### src/rtl/tx_pkg.sv
// rtl/tx_pkg.sv - shared defaults and state encoding for the serial transmitter
package tx_pkg;

    localparam int TX_DATA_W       = 8;
    localparam int TX_CLKS_PER_BIT = 4;

    localparam logic [2:0] ST_IDLE   = 3'd0;
    localparam logic [2:0] ST_START  = 3'd1;
    localparam logic [2:0] ST_DATA   = 3'd2;
    localparam logic [2:0] ST_PARITY = 3'd3;
    localparam logic [2:0] ST_STOP   = 3'd4;
    localparam logic [2:0] ST_DONE   = 3'd5;

    typedef enum logic [2:0] {
        IDLE   = ST_IDLE,
        START  = ST_START,
        DATA   = ST_DATA,
        PARITY = ST_PARITY,
        STOP   = ST_STOP,
        DONE   = ST_DONE
    } tx_state_t;

endpackage

### src/rtl/tx_bit_timer.sv
// rtl/tx_bit_timer.sv - bit-period down-counter, tick marks the last cycle of a bit
module tx_bit_timer
    import tx_pkg::*;
#(
    parameter int CLKS_PER_BIT = TX_CLKS_PER_BIT
) (
    input  logic Clk,
    input  logic Reset,
    input  logic load,
    output logic tick
);

    localparam int CW = (CLKS_PER_BIT > 1) ? $clog2(CLKS_PER_BIT) : 1;
    localparam logic [CW-1:0] RELOAD = CW'(CLKS_PER_BIT - 1);

    logic [CW-1:0] count;

    // Reload at every bit boundary, then count down and hold at zero.
    always_ff @(posedge Clk) begin
        if (!Reset) begin
            count <= '0;
        end else if (load) begin
            count <= RELOAD;
        end else if (count != '0) begin
            count <= count - CW'(1);
        end
    end

    assign tick = (count == '0);

endmodule

### src/rtl/data_tx_serializer.sv
// rtl/data_tx_serializer.sv - framed LSB-first serializer with optional even parity
module data_tx_serializer
    import tx_pkg::*;
#(
    parameter int DATA_W       = TX_DATA_W,
    parameter int CLKS_PER_BIT = TX_CLKS_PER_BIT,
    parameter int PARITY_EN    = 1
) (
    input  logic              Clk,
    input  logic              Reset,
    input  logic              TxData,
    input  logic [DATA_W-1:0] DataIn,
    output logic              SerialOut,
    output logic              TxDone,
    output logic              TxBusy
);

    // Index counter holds values up to DATA_W so it can never wrap mid-frame.
    localparam int IW = $clog2(DATA_W + 1);
    localparam logic [IW-1:0] LAST_IDX = IW'(DATA_W - 1);

    tx_state_t         state, state_next;
    logic [DATA_W-1:0] shift, shift_next;
    logic [IW-1:0]     idx, idx_next;
    logic              par, par_next;
    logic              serial_next;
    logic              load;
    logic              tick;

    tx_bit_timer #(
        .CLKS_PER_BIT(CLKS_PER_BIT)
    ) u_bit_timer (
        .Clk  (Clk),
        .Reset(Reset),
        .load (load),
        .tick (tick)
    );

    // State, datapath and the registered serial line.
    always_ff @(posedge Clk) begin
        if (!Reset) begin
            state     <= IDLE;
            shift     <= '0;
            idx       <= '0;
            par       <= 1'b0;
            SerialOut <= 1'b1;
        end else begin
            state     <= state_next;
            shift     <= shift_next;
            idx       <= idx_next;
            par       <= par_next;
            SerialOut <= serial_next;
        end
    end

    // Next-state logic; the line level is derived from where we are going so it is registered.
    always_comb begin
        state_next = state;
        shift_next = shift;
        idx_next   = idx;
        par_next   = par;
        load       = 1'b0;
        case (state)
            IDLE: begin
                if (TxData) begin
                    state_next = START;
                    shift_next = DataIn;
                    idx_next   = '0;
                    par_next   = ^DataIn;
                    load       = 1'b1;
                end
            end
            START: begin
                if (tick) begin
                    state_next = DATA;
                    load       = 1'b1;
                end
            end
            DATA: begin
                if (tick) begin
                    load       = 1'b1;
                    shift_next = shift >> 1;
                    if (idx == LAST_IDX) begin
                        state_next = (PARITY_EN != 0) ? PARITY : STOP;
                    end else begin
                        idx_next = idx + IW'(1);
                    end
                end
            end
            PARITY: begin
                if (tick) begin
                    state_next = STOP;
                    load       = 1'b1;
                end
            end
            STOP: begin
                if (tick) begin
                    state_next = DONE;
                end
            end
            DONE: begin
                state_next = IDLE;
            end
            default: begin
                state_next = IDLE;
            end
        endcase

        case (state_next)
            START:   serial_next = 1'b0;
            DATA:    serial_next = shift_next[0];
            PARITY:  serial_next = par_next;
            default: serial_next = 1'b1;
        endcase
    end

    assign TxDone = (state == DONE);
    assign TxBusy = (state != IDLE);

endmodule

### config.mk
export PLATFORM = sky130hd
export DESIGN_NAME = data_tx_serializer
export DESIGN_NICKNAME = d
export VERILOG_FILES = /design/src/rtl/tx_pkg.sv /design/src/rtl/tx_bit_timer.sv /design/src/rtl/data_tx_serializer.sv
export SDC_FILE = /design/constraint.sdc
export NUM_CORES = 1
export LEC_CHECK = 0
export CORE_AREA = 2 2 48 50
export CTS_CLUSTER_DIAMETER = 80
export DETAILED_ROUTE_END_ITERATION = 6
export DIE_AREA = 0 0 50 52
export PLACE_DENSITY_LB_ADDON = 0.08
export REMOVE_ABC_BUFFERS = 1
export SETUP_SLACK_MARGIN = 0.02
export SLEW_MARGIN = 40
export SYNTH_ARGS = -nofsm -noshare
export SYNTH_HDL_FRONTEND = slang
export SYNTH_HIERARCHICAL = 1
export SYNTH_SLANG_ARGS = --single-unit
### constraint.sdc
create_clock -name Clk -period 2.1 [get_ports Clk]
set_clock_uncertainty 0.1 [all_clocks]
set_input_delay 0.315 -clock Clk [delete_from_list [all_inputs] [get_ports Clk]]
set_output_delay 0.315 -clock Clk [all_outputs]
set_load 0.05 [all_outputs]
* Yosys cells after proc, flatten, opt, wreduce, memory -nomap -nowiden *
Index checks and enable logic that the tools add are counted.

word-level totals
  bits in registers = 19
  input bits = 11
  output and inout bits = 3
  word-level logic and storage cells = 53

cells by class
  $add $sub $neg = 2
  equal/unequal tests = 12
  mux-type cells = 22
  reduce and logical (&&, ||, !) cells = 10

operators by type and width
  cell                   number
  $mux W3                6
  $mux W8                2
  $pmux W8 S2            1
  $pmux W3 S5            1
  $eq A3 B2 Y1 const B   4
  $mux W4                3
  $pmux W4 S2            1
  $reduce_xor A8 Y1      1
  $eq A3 B1 Y1 const B   2
  $eq A3 B3 Y1 const B   2
  $ne A2 B2 Y1 const B   3
  $reduce_bool A2 Y1     3
  $add A4 B1 Y4 const B  1
  $eq A4 B3 Y1 const B   1
  $mux W1                4
  $mux W2                2
  $reduce_and A4 Y1      1
  $logic_not A3 Y1       1
  $pmux W1 S3            1
  $reduce_and A3 Y1      1
  $reduce_bool A3 Y1     1
  $reduce_or A3 Y1       1
  $logic_not A2 Y1       1
  $pmux W1 S2            1
  $sub A2 B1 Y2 const B  1

* Longest topological paths before layout *
  word-level depth = 6
  depth in mapped cells = 7

* By module *
Netlist, hierarchy kept.

by module, submodules not included
  module              times used  cells each  area an instance (um^2)  seq. area each (um^2)
  data_tx_serializer  1           98          904.6                    340.3
  tx_bit_timer        1           9           93.8                     40.0

* Least setup slack after synthesis *
Ideal clock, no wire load.

  path kind = register -> register
  start = reg u_bit_timer.count[0]
  end = reg SerialOut
  setup time = 78 ps
  arrival = 1541 ps
  required time = 1922 ps
  path slack = 381 ps
  stages on the path, launching flop included = 8
  buffers on the path = 1
  clock period less this slack = 1719 ps
  cells stage by stage = dfxtp_1 -> inv_1 -> ha_1 -> and4bb_1 -> buf_2 -> nor2_2 -> a21oi_1 -> a32oi_1

on the way
  cells in the longest elaborated chain, start to end = 5

ends and longest elaborated chain
  what                                                 line                       source
  start, declared                                      tx_bit_timer.sv:16         logic [CW-1:0] count;
  start signal, assigned                               tx_bit_timer.sv:25         count <= count - CW'(1);
  $logic_not A2 Y1 *                                   tx_bit_timer.sv:29         assign tick = (count == '0);
  via tick                                             data_tx_serializer.sv:28   logic tick;
  $mux W3, on equally long branches                    --
  $pmux W3 S5                                          data_tx_serializer.sv:63   case (state)
  $eq A3 B2 Y1 / $eq A3 B1 Y1 (equally long branches)  data_tx_serializer.sv:109  case (state_next)
  $pmux W1 S3 *                                        data_tx_serializer.sv:109
  end signal, assigned                                 data_tx_serializer.sv:52   SerialOut <= serial_next;
  end, declared                                        data_tx_serializer.sv:13   output logic SerialOut,

Mark *: on every way through the listed nets, which the timed path passes. The rest lies on a longest branch. The select of a mux whose other input is x is not followed.
A chain may end at the register's enable or synchronous reset.

* Worst setup path after layout *
  start = reg u_bit_timer.count[0]
  end = reg idx[3]

on the way
  cells in the longest elaborated chain, start to end = 3

ends and longest elaborated chain
  what                         line                      source
  $logic_not A2 Y1             tx_bit_timer.sv:29
  via tick                     data_tx_serializer.sv:28
  $ne A2 B2 Y1 (no line)       --
  $reduce_and A4 Y1 (no line)  --
  end signal, assigned         data_tx_serializer.sv:50  idx <= idx_next;
  end, declared                data_tx_serializer.sv:24  logic [IW-1:0] idx, idx_next;

The timed path passes the listed nets, and every way through them passes these cells.

==> impl_metrics.tcl <==
set metrics [dict create \
    status "finished clean" \
    die_x_um 50 \
    drive_gt1_share_pct 10.5 \
    synth_seq_area_share_pct 38.1 \
    cts_max_level 1 \
    grt_usage_pct 16.6 \
    final_cell_mix "19 x dfxtp_1, 11 x clkdlybuf4s50_1, 10 x nand2_1" \
    r2r-start "u_bit_timer/count[0]" \
    gp_congestion 0.765 \
    area_growth_pct 19.9 \
    multi_input_area_um2 578 \
    overflow 0 \
    clkSlewWorstSetupHoldPaths_ns 0.11 \
    report.final.slew_viol_count 0 \
    vias 787 \
    crit_chain "inv_1, ha_1, and4bb_1, o32ai_4, or3_1, a21oi_1" \
    grt_pass1_wl_um 3320 \
    drtIter0Drc 12 \
    avgViaCountPerCell 5.18 \
    cts_buffer_depth 2 \
    cts_made_buffers 3 \
    fin_tns_setup_ns 0 \
    drv_cap 0 \
    ir_drop_v 0.000606 \
    timing.rr.end "idx[3]" \
    post-cts-setup-buffer-count 0 \
    crit_required_ns 2.24 \
    synthCells 107 \
    syn-cell-area_um2 998 \
    r2r_cells 6 \
    ant_nets 0 \
    crit_type "flop to flop" \
    routed_wl_um 1790 \
    die_y_um 52 \
    syn_area_per_cell_um2 9.33 \
    ys_ff_latch 19 \
    hold_viol_final 0 \
    drt_first_pass_iters 4 \
    cts-root-buf "clkbuf_4" \
    dieArea_mm2 0.00260 \
    antenna_found_initial 0 \
    setup-violations-final 0 \
    rrSetupSlack_ns 0.22 \
    critPathCaptureType "flop" \
    nFillCells 204 \
    cp-start-kind "flop" \
    worst_pin_slew_ns 0.492 \
    dpl.hpwl_um 1370 \
    leakage_nw 0.440 \
    wl_per_cell_um 11.8 \
    cp_max_fo 6 \
    relSlewSlack_pct 67.1 \
    drc 0 \
    grt_pass1_vias 767 \
    grt_max_degree 14 \
    cts-hold-fix-buffers 0 \
    ys_types 33 \
    rsz0062_at_grt "no" \
    critPathLaunch "u_bit_timer/count[0]" \
    post-route-period-util_pct 89.5 \
    clock_sinks 19 \
    antenna_cells 0 \
    endpoint "idx[3]" \
    total_power_mw 1.01 \
    regArea_um2 380 \
    clk_latency_ns 0.30 \
    fmax_ghz 0.532 \
    nets 138 \
    io_buffers 13 \
    synth-warning-count 6 \
    coreArea_mm2 0.00211 \
    hp-class "flop to flop" \
    post-route-util_pct 56.9 \
    cp_slowest_cell "and4bb_1" \
    initial_core_util_pct 47.4 \
    cts_resized 0 \
    rows 17 \
    pin_count 14 \
    min_period_ns 1.88 \
    p_per_area_mw_per_mm2 844 \
    cts_tree "built" \
    final_common_cell "dfxtp_1" \
    arrival_ns 2.02 \
    max_stage_delay_ns 0.41 \
]
==> power by group <==
group | leakage, nW | total (mW) | internal [mW] | switching, mW
Sequential | 0.156 | 0.448 | 0.410 | 0.0378
Clock | 0.0150 | 0.187 | 0.0740 | 0.113
Combinational | 0.269 | 0.376 | 0.180 | 0.196
Total | 0.440 | 1.01 | 0.664 | 0.347
==> routing by layer <==
| metal | share of wire, % | track usage (%) | vias to the layer above |
|---|---|---|---|
| met5 | 0 | 0 | - |
| met4 | 2.1 | 8.33 | 0 |
| met3 | 3.3 | 1.72 | 5 |
| met2 | 45 | 27.0 | 15 |
| met1 | 50 | 21.7 | 352 |
| li1 | - | - | 415 |
==> sequential cells by signal (all words and copies together), names as in the netlist <==
name and cells:
shift 8, state 3, u_bit_timer/count 2, par 1, SerialOut 1, idx 4
==> worst max-delay path, delay by kind of cell, from the launching register on <==
family | cells | cell delay [ns]
compound gates | 2 | 0.30
fa+ha+maj | 1 | 0.25
buf+inv | 1 | 0.05
flops | 1 | 0.34
simple gates | 2 | 0.78
==> worst min-delay path by stage <==
stage	startpoint	endpoint	slack, ns	cells after the start
2_1_floorplan	Reset	u_bit_timer/count[0]	0.33	1
3_3_place_gp	shift[6]	shift[6]	0.35	2
3_5_place_dp	shift[2]	shift[2]	0.35	2
4_1_cts	shift[2]	shift[2]	0.36	2
5_1_grt	shift[2]	shift[2]	0.39	2
6_report	shift[2]	shift[2]	0.36	2
==> metrics by stage <==
step	hold WS (ns)	worst slack [ns]	instances	area, um^2
2_1_floorplan	0.332	0.211	103	981
3_3_place_gp	0.347	0.104	148	1170
4_1_cts	0.363	0.202	152	1200
6_report	0.360	0.220	152	1200
3_5_place_dp	0.347	0.0700	148	1170
5_1_grt	0.385	0.0334	152	1200
==> area by class of cell <==
type                            instances  area share (%)
Multi-Input combinational cell         78            48.3
Sequential cell                        19            31.8
Timing Repair Buffer                   17            13.0
Tap cell                               28            2.93
Clock buffer                            4            2.19
Inverter                                6            1.88
==> cells by family (layout without fill, tap and decap cells) <==
logic type / after synthesis / count (layout) / share of synthesized area (%)
compound gates: 31 / 31 / 23.8
simple gates: 31 / 31 / 18.7
flops: 19 / 19 / 38.1
xor+xnor: 10 / 10 / 8.77
buf+inv: 10 / 27 / 4.01
fa+ha+maj: 3 / 3 / 3.51
mux: 3 / 3 / 3.13
==> synth_stat cells <==
master / n / area, um^2
nor2b_1: 3 / 18.8
or3_1: 3 / 18.8
xor2_1: 1 / 8.76
and3_1: 1 / 6.26
dfxtp_1: 19 / 380
a32oi_1: 1 / 8.76
inv_1: 6 / 22.5
or3b_4: 1 / 11.3
nor4b_4: 1 / 23.8
ha_1: 2 / 25.0
and4bb_1: 1 / 12.5
xnor2_1: 9 / 78.8
nand3_1: 1 / 5.00
nand2_1: 10 / 37.5
nor2_1: 5 / 18.8
mux2i_1: 2 / 20.0
a22oi_1: 7 / 52.6
nor4_1: 1 / 6.26
o21ai_0: 2 / 10.0
o21ai_1: 1 / 5.00
maj3_1: 1 / 10.0
a21boi_1: 7 / 52.6
nor3b_1: 2 / 15.0
o21a_1: 4 / 30.0
buf_2: 2 / 10.0
mux2_1: 1 / 11.3
nor2_2: 1 / 6.26
a21oi_1: 5 / 25.0
nand2b_1: 1 / 6.26
a22o_1: 2 / 17.5
o32ai_4: 1 / 27.5
o2111ai_1: 1 / 8.76
clkbuf_1: 2 / 7.51
Note: power is estimated with default switching activity, not from simulation.
